$ cat src/rtl/sram_port_ctrl.sv
// Initiator for a single-port SRAM macro (CEB/WEB/A/D/Q, 1-cycle read): arbitrates
// write/read request channels onto the pins and buffers read data in a response FIFO.
module sram_port_ctrl #(
  parameter int DATA_W     = 64,
  parameter int DEPTH      = 1024,
  parameter int ADDR_W     = 10,
  parameter int RESP_DEPTH = 3,
  parameter bit INIT_EN    = 1'b1
) (
  input  logic              clock_i,
  input  logic              reset_i,
  input  logic              w_valid_i,
  output logic              w_ready_o,
  input  logic [ADDR_W-1:0] w_addr_i,
  input  logic [DATA_W-1:0] w_data_i,
  input  logic              r_valid_i,
  output logic              r_ready_o,
  input  logic [ADDR_W-1:0] r_addr_i,
  output logic              resp_valid_o,
  input  logic              resp_ready_i,
  output logic [DATA_W-1:0] resp_data_o,
  output logic              init_done_o,
  output logic              sram_CEB_o,
  output logic              sram_WEB_o,
  output logic [ADDR_W-1:0] sram_A_o,
  output logic [DATA_W-1:0] sram_D_o,
  input  logic [DATA_W-1:0] sram_Q_i
);

  localparam int CNT_W = $clog2(RESP_DEPTH + 1);
  localparam int PTR_W = (RESP_DEPTH > 1) ? $clog2(RESP_DEPTH) : 1;

  localparam logic [0:0] S_INIT  = 1'b0;
  localparam logic [0:0] S_RUN   = 1'b1;
  localparam logic [0:0] P_WRITE = 1'b0;
  localparam logic [0:0] P_READ  = 1'b1;

  localparam logic [PTR_W-1:0]  PTR_LAST   = PTR_W'(RESP_DEPTH - 1);
  localparam logic [CNT_W-1:0]  CNT_FULL   = CNT_W'(RESP_DEPTH);
  localparam logic [CNT_W:0]    CREDIT_LIM = (CNT_W + 1)'(RESP_DEPTH);
  localparam logic [ADDR_W-1:0] INIT_LAST  = ADDR_W'(DEPTH - 1);

  logic [0:0]        state_q, state_d;
  logic [0:0]        prio_q, prio_d;
  logic [ADDR_W-1:0] init_cnt_q, init_cnt_d;
  logic              inflight_q, inflight_d;
  logic [CNT_W-1:0]  fifo_cnt_q, fifo_cnt_d;
  logic [PTR_W-1:0]  wr_ptr_q, wr_ptr_d;
  logic [PTR_W-1:0]  rd_ptr_q, rd_ptr_d;
  logic [DATA_W-1:0] fifo_mem_q [RESP_DEPTH];

  logic              wr_ok, rd_ok;
  logic              grant_w, grant_r;
  logic              push, pop;
  logic [CNT_W:0]    credit_used;

  function automatic logic [PTR_W-1:0] ptr_inc(input logic [PTR_W-1:0] p);
    return (p == PTR_LAST) ? '0 : p + PTR_W'(1);
  endfunction

  // Reads reserve a FIFO slot at grant time, so a full FIFO blocks reads even when
  // the consumer is ready this cycle.
  assign credit_used = {1'b0, fifo_cnt_q} + {{CNT_W{1'b0}}, inflight_q};
  assign wr_ok       = w_valid_i;
  assign rd_ok       = r_valid_i && (credit_used < CREDIT_LIM);

  // NOTE: every signal assigned here gets a default first so no latch is inferred.
  always_comb begin
    state_d    = state_q;
    init_cnt_d = init_cnt_q;
    prio_d     = prio_q;
    grant_w    = 1'b0;
    grant_r    = 1'b0;
    sram_CEB_o = 1'b1;
    sram_WEB_o = 1'b1;
    sram_A_o   = '0;
    sram_D_o   = '0;
    if (!reset_i) begin
      if (state_q == S_INIT) begin
        sram_CEB_o = 1'b0;
        sram_WEB_o = 1'b0;
        sram_A_o   = init_cnt_q;
        if (init_cnt_q == INIT_LAST) state_d = S_RUN;
        else                         init_cnt_d = init_cnt_q + ADDR_W'(1);
      end else begin
        if (wr_ok && rd_ok) begin
          grant_w = (prio_q == P_WRITE);
          grant_r = (prio_q == P_READ);
          prio_d  = ~prio_q;
        end else begin
          grant_w = wr_ok;
          grant_r = rd_ok;
        end
        if (grant_w) begin
          sram_CEB_o = 1'b0;
          sram_WEB_o = 1'b0;
          sram_A_o   = w_addr_i;
          sram_D_o   = w_data_i;
        end else if (grant_r) begin
          sram_CEB_o = 1'b0;
          sram_A_o   = r_addr_i;
        end
      end
    end
  end

  assign w_ready_o    = grant_w;
  assign r_ready_o    = grant_r;
  assign init_done_o  = (state_q == S_RUN);
  assign inflight_d   = grant_r;

  assign push         = inflight_q;
  assign pop          = resp_valid_o && resp_ready_i;
  assign resp_valid_o = (fifo_cnt_q != '0);
  assign resp_data_o  = fifo_mem_q[rd_ptr_q];

  always_comb begin
    wr_ptr_d   = push ? ptr_inc(wr_ptr_q) : wr_ptr_q;
    rd_ptr_d   = pop  ? ptr_inc(rd_ptr_q) : rd_ptr_q;
    fifo_cnt_d = fifo_cnt_q;
    case ({push, pop})
      2'b10:   fifo_cnt_d = fifo_cnt_q + CNT_W'(1);
      2'b01:   fifo_cnt_d = fifo_cnt_q - CNT_W'(1);
      default: fifo_cnt_d = fifo_cnt_q;
    endcase
  end

  // NOTE: sequential state uses non-blocking assignments only.
  always_ff @(posedge clock_i) begin
    if (reset_i) begin
      state_q    <= INIT_EN ? S_INIT : S_RUN;
      init_cnt_q <= '0;
      prio_q     <= P_WRITE;
      inflight_q <= 1'b0;
      fifo_cnt_q <= '0;
      wr_ptr_q   <= '0;
      rd_ptr_q   <= '0;
    end else begin
      state_q    <= state_d;
      init_cnt_q <= init_cnt_d;
      prio_q     <= prio_d;
      inflight_q <= inflight_d;
      fifo_cnt_q <= fifo_cnt_d;
      wr_ptr_q   <= wr_ptr_d;
      rd_ptr_q   <= rd_ptr_d;
    end
  end

  // NOTE: FIFO storage is not reset; fifo_cnt_q alone decides which entries are live.
  always_ff @(posedge clock_i) begin
    if (push) fifo_mem_q[wr_ptr_q] <= sram_Q_i;
  end

  a_no_push_when_full: assert property (@(posedge clock_i) disable iff (reset_i)
    !(push && (fifo_cnt_q == CNT_FULL)));

endmodule
$ cat config.mk
export PLATFORM = sky130hd
export DESIGN_NAME = sram_port_ctrl
export DESIGN_NICKNAME = d
export VERILOG_FILES = /design/src/rtl/sram_port_ctrl.sv
export SDC_FILE = /design/constraint.sdc
export NUM_CORES = 1
export LEC_CHECK = 0
export BUFFER_PORTS_ARGS = -buffer_cell sky130_fd_sc_hd__clkbuf_2
export CAP_MARGIN = 20
export CORE_MARGIN = 2
export CORE_UTILIZATION = 51
export DETAILED_ROUTE_END_ITERATION = 12
export PLACE_DENSITY = 0.89
export SLEW_MARGIN = 20
export SYNTH_ARGS = -nofsm -noshare
export SYNTH_HDL_FRONTEND = slang
export SYNTH_SLANG_ARGS = --single-unit
$ cat constraint.sdc
create_clock -name clock_i -period 9.5 [get_ports clock_i]
set_clock_uncertainty 0.2 [all_clocks]
set_input_delay 1.9 -clock clock_i [delete_from_list [all_inputs] [get_ports clock_i]]
set_output_delay 1.9 -clock clock_i [all_outputs]
set_load 0.05 [all_outputs]
==> Flow_metrics.wiki, run 1 <==
{| class="wikitable"
! Metric !! Value
|-
| Top-level port count || 297
|-
| Area enclosed by the die boundary || 0.0186 mm²
|-
| Path type of the worst min-delay path || reg2reg
|-
| Area taken by flip-flops and latches || 0.00619 mm²
|-
| Routed wirelength normalized by instance count || around 17 µm
|-
| Delay of the slowest critical-path stage || 430 ps
|-
| Number of global-route vias before repair || 5815
|-
| Element type at the critical path end || output port
|-
| Number of detailed-route iterations in the first pass || 5
|-
| Residual DRC count || 0
|-
| Cell area after synthesis || ~0.0089 mm²
|-
| Data arrival at the endpoint of the critical path || 3760 ps
|-
| Post-synthesis instance total || 656
|-
| Total of endpoints with negative setup slack in the final report || 0
|-
| Number of buffers added to fix hold violations after cts || 0
|-
| Count of warnings emitted by yosys || 0
|-
| Number of filler instances in the final layout || 1245
|-
| Final max-slew violation count || 0
|-
| Clock transition at the registers of the reported paths || 50 ps
|-
| Level count of the clock H-tree || 1
|-
| Slowest cell on the critical path || sky130_fd_sc_hd__buf_4
|-
| Row Count || 48
|-
| TritonCTS clock tree || yes
|-
| Most common cell in the netlist || sky130_fd_sc_hd__edfxtp_1
|-
| Number of nets in the layout || roughly 1100
|-
| Setup repair after global routing missed its margin || false
|-
| Post-detailed-route count of antenna-violating nets || 0
|-
| Initial antenna violation count || 3
|-
| Number of flops mapped to enable cells by yosys || about 190
|-
| Required time reported for the critical path endpoint || 7400 ps
|-
| Worst-Skew Late Latency || 490 ps
|-
| Critical Path, Cell by Cell || clkbuf_2, nand2b_4, a311oi_4, buf_4, and2_1, clkbuf_2
|-
| Worst max-slew margin expressed relative to the limit || 33.9%
|-
| CP max FO || 65
|-
| Minimum clock period || 5860 ps
|-
| Most repeated library cell on the critical path || sky130_fd_sc_hd__clkbuf_2
|-
| Detail Placement HPWL || 13500 µm
|-
| Synth top area share || 64.5%
|-
| Leftover overflow at the end of global routing || 0
|-
| Die extent in x || 136 µm
|-
| Cell Count, Final, Fillers Out || 1182
|-
| Synthesized Nets || just over 800
|-
| Primary FF master, synth || sky130_fd_sc_hd__edfxtp_1
|-
| Detailed-route wire length || approximately 20000 µm
|-
| IR Drop Worst-Case VDD || 122 µV
|-
| Pin count of the biggest net entering global routing || 129
|-
| Setup TNS after final layout || 0 ps
|-
| Number of buffers created by CTS || 23
|-
| Share of final-layout standard cells stronger than drive strength 1 || around 36%
|-
| Wire length of the first global-routing pass || 30000 µm
|-
| Post-cts repair resize count || 0
|-
| Buffers from clock root to sink, at most || 3
|-
| Final cycle utilization of the critical path || 61.7%
|-
| Post-synthesis area per instance || ~14 µm²
|-
| Total global-route track usage || 20.8%
|-
| Asr flop ratio synth || 0%
|-
| Outcome || finished, final reports clean
|-
| Final core occ || around 66%
|-
| Most used standard cells in the synthesized netlist || sky130_fd_sc_hd__edfxtp_1 (192), sky130_fd_sc_hd__nand2_1 (75), sky130_fd_sc_hd__o21ai_0 (68)
|-
| DRT iter0 DRCs || 394
|-
| CORE AREA || 0.0172 mm²
|-
| Sequential-to-total area share from yosys stat || between 60% and 70%
|-
| Cell accounting for the most synthesized area || sky130_fd_sc_hd__edfxtp_1
|-
| Post-CTS Setup Inserts || 0
|-
| Pwr dens || 171 mW/mm²
|-
| Worst slew pin tran || ~990 ps
|-
| Syn-to-layout area delta || 26.5%
|-
| # clock sinks || 213
|-
| Initial cell density of the core || 51.8%
|-
| MaxCap Viol Count || 0
|-
| Startpoint-to-endpoint class of the critical path || in2out
|-
| RD Place Congestion || 0.951
|-
| Vias after detailed routing || 6184
|-
| Dominant cells by area after synthesis || sky130_fd_sc_hd__edfxtp_1 (65%), sky130_fd_sc_hd__mux2i_1 (7.2%), sky130_fd_sc_hd__dfxtp_1 (4.7%), sky130_fd_sc_hd__and2_1 (4.6%), sky130_fd_sc_hd__o21ai_0 (3.8%)
|-
| Number of endpoints with negative hold slack in the final report || 0
|-
| Area of the multi-input gates || around 0.0025 mm²
|-
| Average via count per standard cell || 5.23
|-
| Maximum frequency from static timing analysis || 171 MHz
|-
| Die Y || 136 µm
|-
| CTS root buffer || sky130_fd_sc_hd__clkbuf_16
|-
| Final Power || 1930 µW
|-
| Critical path startpoint category || input port
|-
| Buffers added on ports || 296
|-
| Post-placement cell count || 1138
|-
| Count of state elements after synthesis || 213
|-
| Unique cell type count in the Yosys netlist || 48
|-
| Static leakage power || 0.00424 µW
|}
==> critical path: cells and delay by family <==
kind	cells	cell delay, ps
buf+inv	3	1080
simple gates	2	520
compound gates	1	230
==> routing by layer <==
layer  GRT usage, %  vias to the layer above  wire (µm)
met4           3.65                        2        257
li1               -                     3014          -
met1           26.8                     2938       8110
met2           34.8                      207       9920
met5              0                        -         12
met3           7.08                       23       1910
==> placed cells by master, fill, tap and decap left out, types with 3 or more instances in the layout <==
master,n
sky130_fd_sc_hd__and3_1,3
sky130_fd_sc_hd__nor3_1,3
sky130_fd_sc_hd__ha_1,4
sky130_fd_sc_hd__a311oi_1,10
sky130_fd_sc_hd__o311ai_0,8
sky130_fd_sc_hd__a211oi_1,3
sky130_fd_sc_hd__edfxtp_1,192
sky130_fd_sc_hd__clkbuf_2,296
sky130_fd_sc_hd__o21ai_0,68
sky130_fd_sc_hd__inv_1,7
sky130_fd_sc_hd__nor2b_1,7
sky130_fd_sc_hd__nand2_1,75
sky130_fd_sc_hd__dfxtp_1,19
sky130_fd_sc_hd__nand4_1,11
sky130_fd_sc_hd__nand3_1,5
sky130_fd_sc_hd__clkbuf_16,23
sky130_fd_sc_hd__and2_1,66
sky130_fd_sc_hd__a31oi_1,4
sky130_fd_sc_hd__buf_4,6
sky130_fd_sc_hd__mux2i_1,64
sky130_fd_sc_hd__and4_1,3
sky130_fd_sc_hd__a21oi_1,9
sky130_fd_sc_hd__clkinv_1,5
sky130_fd_sc_hd__nor2_1,15
sky130_fd_sc_hd__clkbuf_1,9
==> final timing paths <==
check	startpoint	end	slack [ps]	cells past startpoint
worst min register to register	rd_ptr_q[0]	flip-flop	280	2
worst max-delay path	reset_i	sram_D_o[8]	3640	6
worst min-delay path	rd_ptr_q[0]	flip-flop	280	2
worst max register to register	inflight_q	fifo_mem_q[2][25]	7270	3
==> cell families (layout without fill, tap and decap cells) <==
kind of cell | count (synthesis) | count (layout) | synth area share [%]
AOI/OAI and AO/OA | 116 | 116 | 8.05
xor gates and xnor gates | 2 | 2 | 0.196
adders and majority gates | 4 | 4 | 0.560
buffers and inverters | 52 | 352 | 2.67
DFF | 213 | 213 | 69.2
muxes | 65 | 65 | 7.30
other | 0 | 1 | 0
and+or+nand+nor | 204 | 204 | 12.0
==> stage by stage <==
stage / worst slack [ps] / hold slack, ps / area [µm²]
floorplan: 3730 / 254 / 8930
global placement: 3700 / 264 / 10600
detailed placement: 3660 / 270 / 10600
CTS: 3650 / 280 / 11300
global route: 3460 / 308 / 11300
finish: 3640 / 276 / 11300
==> report_power, final <==
group          leakage, µW  switching (µW)  internal [µW]
Combinational      0.00200            45.9           37.1
Sequential         0.00190            5.73           1020
Clock             0.000341             332            486
==> state kept, by name, indices dropped and copies added, names as in the netlist, named ones only <==
signal       flops
fifo_mem_q     192
init_cnt_q      10
fifo_cnt_q       2
rd_ptr_q         2
wr_ptr_q         2
inflight_q       1
init_done_o      1
prio_q           1
==> final cells by class <==
cell class	count	area share (%)
clock buffers	33	5.51
clock inverters	9	0.731
well taps	225	2.49
inverters	7	0.233
flip-flops and latches	213	54.8
diodes	1	0.0221
repair buffers	303	13.8
multi-input cells	391	22.5
(Power assumes the default switching activity.)
==> run 2: changes to the inputs <==
ABC_AREA = 1   (was default)
clock period = 5.5 ns   (was 9.5 ns; I/O delays follow)
==> run 2 against run 1 <==
Net effect:
- setup slack worse by 2400 ps
- largest cell class unchanged
- sequential share of layout area increased by 0.57 points
- utilization fell by 0.51 points
- highest routed layer unchanged
- first-iteration DRC count increased by 44%
==> Flow_metrics.wiki, run 2 <==
{| class="wikitable"
! Metric !! Value
|-
| Outcome || finished, final reports clean (unchanged)
|-
| Most frequent cells in the layout || sky130_fd_sc_hd__clkbuf_2 (296), sky130_fd_sc_hd__edfxtp_1 (192), sky130_fd_sc_hd__a21oi_1 (158), sky130_fd_sc_hd__nor2_1 (149), sky130_fd_sc_hd__nand2_1 (111) (was sky130_fd_sc_hd__clkbuf_2 (296), sky130_fd_sc_hd__edfxtp_1 (192), sky130_fd_sc_hd__nand2_1 (75), sky130_fd_sc_hd__o21ai_0 (68), sky130_fd_sc_hd__and2_1 (66))
|-
| Top flop regs || fifo_mem_q (192), init_cnt_q (10) (unchanged)
|-
| Syn-to-layout area delta || 25.9% (was 26.5%)
|-
| Minimum clock period || 4290 ps
|-
| Top-level port count || 297 (unchanged)
|-
| Worst slew pin tran || 790 ps (was 989 ps)
|-
| Sequential-to-total area share from yosys stat || 69.7% (was 69.2%)
|-
| Clock transition at the registers of the reported paths || 60 ps (was 50 ps)
|-
| TritonCTS clock tree || yes (unchanged)
|-
| RD Place Congestion || 0.897 (was 0.951)
|-
| CORE AREA || 0.0172 mm² (about the same)
|-
| Hold path startpoint || prio_q (was rd_ptr_q[0])
|-
| Initial cell density of the core || 51.7% (was 51.8%)
|-
| Largest register FFs || 192 (unchanged)
|-
| Critical path startpoint category || input port (unchanged)
|-
| Number of flops mapped to enable cells by yosys || 192 (unchanged)
|-
| Post-synthesis instance total || 814 (was 656)
|-
| Post-synthesis area per instance || 10.9 µm² (was 13.6 µm²)
|-
| Post-CTS Setup Inserts || 0 (unchanged)
|-
| Data arrival at the endpoint of the critical path || 2990 ps (was 3760 ps)
|-
| Worst min-delay path endpoint || prio_q
|-
| # clock sinks || 213 (unchanged)
|-
| Most used standard cells in the synthesized netlist || sky130_fd_sc_hd__edfxtp_1 (192), sky130_fd_sc_hd__a21oi_1 (158), sky130_fd_sc_hd__nor2_1 (149) (was sky130_fd_sc_hd__edfxtp_1 (192), sky130_fd_sc_hd__nand2_1 (75), sky130_fd_sc_hd__o21ai_0 (68))
|-
| Level count of the clock H-tree || 1 (unchanged)
|-
| Buffers added on ports || 296 (unchanged)
|-
| Number of detailed-route iterations in the first pass || 5 (unchanged)
|-
| Count of warnings emitted by yosys || 0 (unchanged)
|-
| Asr flop ratio synth || 0% (unchanged)
|-
| Die extent in x || 136 µm (about the same)
|-
| Slowest cell on the critical path || sky130_fd_sc_hd__buf_4 (unchanged)
|-
| Number of buffers created by CTS || 21 (was 23)
|-
| Hold path cells || 2 (unchanged)
|-
| Primary FF master, synth || sky130_fd_sc_hd__edfxtp_1 (unchanged)
|-
| Post-cts repair resize count || 0 (unchanged)
|-
| Count of state elements after synthesis || 213 (unchanged)
|-
| Die Y || 136 µm (about the same)
|-
| Share of final-layout standard cells stronger than drive strength 1 || 31.5% (was 35.9%)
|-
| Number of filler instances in the final layout || 1257 (was 1245)
|-
| Cell Count, Final, Fillers Out || 1343 (was 1182)
|-
| Number of nets in the layout || 1259 (was 1096)
|-
| Setup repair after global routing missed its margin || false (unchanged)
|-
| Static leakage power || 0.00489 µW (was 0.00424 µW)
|-
| Post-placement cell count || 1304 (was 1138)
|-
| Synth top area share || 65.0% (was 64.5%)
|-
| Final worst setup slack || 1210 ps (was 3640 ps)
|-
| Buffers from clock root to sink, at most || 3 (unchanged)
|-
| Pwr dens || 285 mW/mm² (was 171 mW/mm²)
|-
| Total placed instance area || 0.0105 mm² (was 0.0106 mm²)
|-
| Wire length of the first global-routing pass || 33900 µm (was 30000 µm)
|-
| MaxCap Viol Count || 0 (unchanged)
|-
| R2R Path Start || inflight_q (unchanged)
|-
| Most common cell in the netlist || sky130_fd_sc_hd__edfxtp_1 (unchanged)
|-
| IR Drop Worst-Case VDD || 216 µV (was 122 µV)
|-
| Critical Path, Cell by Cell || clkbuf_2, nand2_1, nand4_1, buf_4, nand2_1, nor2_1, nand2_2, buf_4, inv_1, nand2_1, nand2_1, clkbuf_2 (was clkbuf_2, nand2b_4, a311oi_4, buf_4, and2_1, clkbuf_2)
|-
| Final cycle utilization of the critical path || 78.0%
|-
| Most repeated library cell on the critical path || sky130_fd_sc_hd__nand2_1 (was sky130_fd_sc_hd__clkbuf_2)
|-
| Final Instance Area || 0.0112 mm² (was 0.0113 mm²)
|-
| Number of buffers added to fix hold violations after cts || 0 (unchanged)
|-
| Dominant cells by area after synthesis || sky130_fd_sc_hd__edfxtp_1 (65%), sky130_fd_sc_hd__a21oi_1 (8.9%), sky130_fd_sc_hd__nor2_1 (6.3%), sky130_fd_sc_hd__dfxtp_1 (4.7%), sky130_fd_sc_hd__nand2_1 (4.7%) (was sky130_fd_sc_hd__edfxtp_1 (65%), sky130_fd_sc_hd__mux2i_1 (7.2%), sky130_fd_sc_hd__dfxtp_1 (4.7%), sky130_fd_sc_hd__and2_1 (4.6%), sky130_fd_sc_hd__o21ai_0 (3.8%))
|-
| CP max FO || 65 (unchanged)
|-
| Maximum frequency from static timing analysis || 233 MHz
|-
| R2r worst-path depth || 3 (unchanged)
|-
| Cell accounting for the most synthesized area || sky130_fd_sc_hd__edfxtp_1 (unchanged)
|-
| Final max-slew violation count || 0 (unchanged)
|-
| Average via count per standard cell || 5.19 (was 5.23)
|-
| Startpoint-to-endpoint class of the critical path || in2out (unchanged)
|-
| Detailed-route wire length || 22900 µm (was 20200 µm)
|-
| Detail Placement HPWL || 14500 µm (was 13500 µm)
|-
| Number of endpoints with negative hold slack in the final report || 0 (unchanged)
|-
| Area of the multi-input gates || 0.00216 mm² (was 0.00254 mm²)
|-
| Setup WS pre-CTS || 1240 ps (was 3660 ps)
|-
| DRT iter0 DRCs || 566 (was 394)
|-
| CTS root buffer || sky130_fd_sc_hd__clkbuf_16 (unchanged)
|-
| Residual DRC count || 0 (unchanged)
|-
| Required time reported for the critical path endpoint || 4200 ps (was 7400 ps)
|-
| Total global-route track usage || 24.0% (was 20.8%)
|-
| Number of global-route vias before repair || 6352 (was 5815)
|-
| Synthesized Nets || 971 (was 813)
|-
| Initial antenna violation count || 8 (was 3)
|-
| Vias after detailed routing || 6966 (was 6184)
|-
| Worst-Skew Late Latency || 480 ps (was 490 ps)
|-
| Unique cell type count in the Yosys netlist || 28 (was 48)
|-
| Row Count || 48 (unchanged)
|-
| Post-detailed-route count of antenna-violating nets || 0 (unchanged)
|-
| Routed wirelength normalized by instance count || 17.0 µm (was 17.1 µm)
|-
| Worst max-slew margin expressed relative to the limit || 47.3% (was 33.9%)
|-
| Total of endpoints with negative setup slack in the final report || 0 (unchanged)
|-
| Leftover overflow at the end of global routing || 0 (unchanged)
|-
| Setup slack on the worst flop-to-flop path || 3270 ps (was 7270 ps)
|-
| Element type at the critical path end || output port (unchanged)
|-
| Register with the most flip-flops || fifo_mem_q (unchanged)
|-
| Setup TNS after final layout || 0 ps (unchanged)
|-
| Reg-to-Reg End || fifo_mem_q[0][17] (was fifo_mem_q[2][25])
|-
| Delay of the slowest critical-path stage || 500 ps (was 430 ps)
|-
| Cell area after synthesis || 0.00887 mm² (was 0.00893 mm²)
|-
| Area taken by flip-flops and latches || 0.00619 mm² (about the same)
|-
| Area enclosed by the die boundary || 0.0185 mm² (was 0.0186 mm²)
|-
| Pin count of the biggest net entering global routing || 66 (was 129)
|-
| Leading cell type in the layout, fill and taps excluded || sky130_fd_sc_hd__clkbuf_2 (unchanged)
|-
| Path type of the worst min-delay path || reg2reg (unchanged)
|}
## run 2: stage by stage
| stage | power, µW | hold slack (ps) | util [%] |
|---|---|---|---|
| 4_1_cts | 3210 | 283 | 65.0 |
| 6_report | 3190 | 279 | 65.1 |
| 3_5_place_dp | 1900 | 272 | 61.3 |
| 3_3_place_gp | 1900 | 269 | 61.3 |
| 2_1_floorplan | 1830 | 244 | - |
| 5_1_grt | 3280 | 307 | 65.0 |
## run 2: area by class of cell
type,instances,area share [%]
inverter,87,2.94
timing repair buffer,308,14.1
tap,225,2.52
multi-input combinational,471,19.3
clock inverter,6,0.504
clock buffer,30,5.18
antenna,3,0.0672
sequential,213,55.4
## run 2: power breakdown
part / switching [µW] / internal, µW / total [µW] / leakage [µW]
registers: 3.57 / 1760 / 1770 / 0.00190
clock network: 539 / 777 / 1320 / 0.000311
logic: 56.6 / 47.9 / 105 / 0.00269
total: 599 / 2590 / 3190 / 0.00489
## run 2: cells by family after synthesis
kind of cell / count (synthesis) / share of synthesized area [%]
fa+ha+maj: 4 / 0.564
compound gates: 171 / 9.87
buf+inv: 130 / 6.13
simple gates: 293 / 13.4
flops: 213 / 69.7
xor+xnor: 3 / 0.296
## run 2: how the worst max path moves through the flow
stage | startpoint | end | slack, ps | cells past startpoint
CTS | w_valid_i | sram_A_o[2] | 1230 | 12
global route | w_valid_i | sram_A_o[2] | 1000 | 12
global placement | reset_i | sram_A_o[2] | 1310 | 8
floorplan | inflight_q | fifo_mem_q[0][0] | -80 | 2
finish | w_valid_i | sram_A_o[2] | 1210 | 12
detailed placement | reset_i | sram_A_o[2] | 1240 | 8
## run 2: metal layers
layer	vias up	share of wire (%)	GRT usage, %
li1	3339	-	-
met1	3280	39	31.8
met2	296	49	39.6
met3	41	9.8	7.35
met4	10	1.6	5.09
met5	-	0.30	0
## run 2: critical path: cells and delay by family
kind          cells  cell delay [ps]
simple gates      7              580
buf+inv           5             1290
==> run 3: changes to the inputs <==
ABC_AREA = 0   (was 1)
clock period = 4.1 ns   (was 5.5 ns; I/O delays follow)
==> run 3 against run 2 <==
Net effect:
- clock power rose by 32%
- wire length fell by 11%
- non-clock buffer count fell by 4
- register-to-register slack got worse by 1300 ps
- setup slack got worse by 960 ps
- count of clock-buffer cells in the layout fell by 6
- combinational power rose by 83%
- critical path depth fell by 5
- critical path type is now reg2out
==> Flow_metrics.wiki, run 3 (same netlist as run 1, synthesis figures left out) <==
{| class="wikitable"
! Metric !! Value
|-
| Outcome || finished, final reports clean (unchanged)
|-
| Initial cell density of the core || 51.8% (was 51.7%)
|-
| Detailed-route wire length || 20400 µm (was 22900 µm)
|-
| Setup TNS after final layout || 0 ps (unchanged)
|-
| # clock sinks || 213 (unchanged)
|-
| Switching share of power || 19.9% (was 18.8%)
|-
| Cell Count, Final, Fillers Out || 1178 (was 1343)
|-
| Comb pwr share || 4.4% (was 3.3%)
|-
| Initial antenna violation count || 3 (was 8)
|-
| Final cycle utilization of the critical path || between 90% and 100%
|-
| Required time reported for the critical path endpoint || 3080 ps (was 4200 ps)
|-
| Clock transition at the registers of the reported paths || 60 ps (about the same)
|-
| Worst slew pin tran || 850 ps (was 790 ps)
|-
| Level count of the clock H-tree || 1 (unchanged)
|-
| Final max-slew violation count || 0 (unchanged)
|-
| Average via count per standard cell || 5.28 (was 5.19)
|-
| Area enclosed by the die boundary || 0.0186 mm² (was 0.0185 mm²)
|-
| Clock share of power || 40.4% (was 41.3%)
|-
| Residual DRC count || 0 (unchanged)
|-
| Largest register FFs || 192 (unchanged)
|-
| Number of buffers created by CTS || 21 (unchanged)
|-
| Number of endpoints with negative hold slack in the final report || 0 (unchanged)
|-
| Minimum clock period || 3850 ps
|-
| Number of nets in the layout || 1095 (was 1259)
|-
| Startpoint-to-endpoint class of the critical path || reg2out (was in2out)
|-
| Row Count || 48 (unchanged)
|-
| Die Y || 136 µm (about the same)
|-
| Post-CTS Setup Inserts || 0 (unchanged)
|-
| Number of detailed-route iterations in the first pass || 5 (unchanged)
|-
| Critical path startpoint category || flip-flop (was input port)
|-
| Syn-to-layout area delta || 26.0% (was 25.9%)
|-
| Sw Pwr || 860 µW (was 599 µW)
|-
| Worst max-slew margin expressed relative to the limit || 43.3% (was 47.3%)
|-
| CTS root buffer || sky130_fd_sc_hd__clkbuf_16 (unchanged)
|-
| Vias after detailed routing || 6220 (was 6966)
|-
| Register with the most flip-flops || fifo_mem_q (unchanged)
|-
| Worst-Skew Late Latency || 480 ps (about the same)
|-
| IR Drop Worst-Case VDD || 279 µV (was 216 µV)
|-
| Data arrival at the endpoint of the critical path || 2830 ps (was 2990 ps)
|-
| Routed wirelength normalized by instance count || 17.3 µm (was 17.0 µm)
|-
| Total global-route track usage || 21.2% (was 24.0%)
|-
| Path type of the worst min-delay path || reg2reg (unchanged)
|-
| Post-placement cell count || 1140 (was 1304)
|-
| Detail Placement HPWL || 14000 µm (was 14500 µm)
|-
| Total of endpoints with negative setup slack in the final report || 0 (unchanged)
|-
| Post-detailed-route count of antenna-violating nets || 0 (unchanged)
|-
| Post-cts repair resize count || 0 (unchanged)
|-
| Buffers added on ports || 296 (unchanged)
|-
| Maximum frequency from static timing analysis || 260 MHz
|-
| Static leakage power || 0.00421 µW (was 0.00489 µW)
|-
| TritonCTS clock tree || yes (unchanged)
|-
| Pin count of the biggest net entering global routing || 66 (unchanged)
|-
| Buffers from clock root to sink, at most || 3 (unchanged)
|-
| Leading cell type in the layout, fill and taps excluded || sky130_fd_sc_hd__clkbuf_2 (unchanged)
|-
| Die extent in x || 136 µm (about the same)
|-
| Element type at the critical path end || output port (unchanged)
|-
| Setup repair after global routing missed its margin || false (unchanged)
|-
| DRT iter0 DRCs || 391 (was 566)
|-
| Number of buffers added to fix hold violations after cts || 0 (unchanged)
|-
| Top flop regs || fifo_mem_q (192), init_cnt_q (10) (unchanged)
|-
| Most frequent cells in the layout || sky130_fd_sc_hd__clkbuf_2 (296), sky130_fd_sc_hd__edfxtp_1 (192), sky130_fd_sc_hd__nand2_1 (75), sky130_fd_sc_hd__o21ai_0 (68), sky130_fd_sc_hd__and2_1 (66) (was sky130_fd_sc_hd__clkbuf_2 (296), sky130_fd_sc_hd__edfxtp_1 (192), sky130_fd_sc_hd__a21oi_1 (158), sky130_fd_sc_hd__nor2_1 (149), sky130_fd_sc_hd__nand2_1 (111))
|-
| Wire length of the first global-routing pass || 30200 µm (was 33900 µm)
|-
| Internal Power || 3460 µW (was 2590 µW)
|-
| Share of final-layout standard cells stronger than drive strength 1 || 36.2% (was 31.5%)
|-
| RD Place Congestion || 0.988 (was 0.897)
|-
| CORE AREA || 0.0172 mm² (about the same)
|-
| Number of global-route vias before repair || 5778 (was 6352)
|-
| MaxCap Viol Count || 0 (unchanged)
|-
| Pwr dens || 384 mW/mm² (was 285 mW/mm²)
|-
| CP max FO || 65 (unchanged)
|-
| Part of the total power dissipated in sequential elements || 55.2% (was 55.4%)
|-
| Leftover overflow at the end of global routing || 0 (unchanged)
|-
| Final core occ || 65.3% (was 65.1%)
|-
| Top-level port count || 297 (unchanged)
|}
-- run 3: cell types whose count changed in the layout (fill, tap and decap cells not counted), sizes merged, moves of 6 or more --
cell / previous run / this run
a311oi: 0 / 11
nor2: 150 / 16
mux2i: 0 / 64
a21oi: 158 / 9
inv: 88 / 8
and2: 0 / 66
clkbuf: 326 / 320
o21ai: 7 / 68
o311ai: 0 / 8
nor2b: 0 / 7
nand2: 114 / 75
-- run 3: path summary, 6_finish.rpt --
kind / startpoint / end / slack, ps / cells past startpoint
worst max-delay path: inflight_q / sram_D_o[0] / 250 / 7
worst min-delay path: rd_ptr_q[0] / flip-flop / 290 / 2
worst max register to register: wr_ptr_q[0] / fifo_mem_q[1][28] / 1930 / 2
worst min register to register: rd_ptr_q[0] / flip-flop / 290 / 2
-- run 3: power groups by stage --
stage | clock [µW] | combinational (µW) | sequential (µW)
2_1_floorplan | 0 | 86.5 | 2430
3_3_place_gp | 0 | 182 | 2430
3_5_place_dp | 0 | 188 | 2430
4_1_cts | 1780 | 189 | 2380
5_1_grt | 1850 | 209 | 2390
6_report | 1740 | 192 | 2380
-- run 3: metal layers --
metal / part of all wire, % / track usage [%] / vias to the layer above
met1: 39 / 27.8 / 2887
met4: 3.1 / 7.00 / 6
met2: 48 / 33.8 / 269
li1: - / - / 3006
met5: 0.19 / 0 / -
met3: 9.6 / 6.60 / 52
-- run 3: critical path, stage by stage (launching register included) --
cell and delay (ps):
sky130_fd_sc_hd__dfxtp_1 340, sky130_fd_sc_hd__ha_1 210, sky130_fd_sc_hd__ha_1 290, sky130_fd_sc_hd__nand2_1 290, sky130_fd_sc_hd__a311oi_4 390, sky130_fd_sc_hd__buf_6 330, sky130_fd_sc_hd__and2_1 200, sky130_fd_sc_hd__clkbuf_2 280
-- run 3: cell type report --
class | count | area [µm²]
antenna | 1 | 2.50
clock buffer | 24 | 537
clock inverter | 13 | 92.6
fill | 1219 | 5980
inverter | 7 | 26.3
multi-input combinational | 391 | 2540
sequential | 213 | 6190
tap | 225 | 282
timing repair buffer | 304 | 1580
-- run 3: stage by stage --
step	worst slack [ps]	hold WS, ps	instance area (µm²)	power, µW
detailed placement	700	268	10600	2620
finish	250	289	11300	4320
floorplan	306	254	8940	2510
global placement	734	259	10600	2610
global route	45.5	314	11300	4450
CTS	174	283	11300	4350
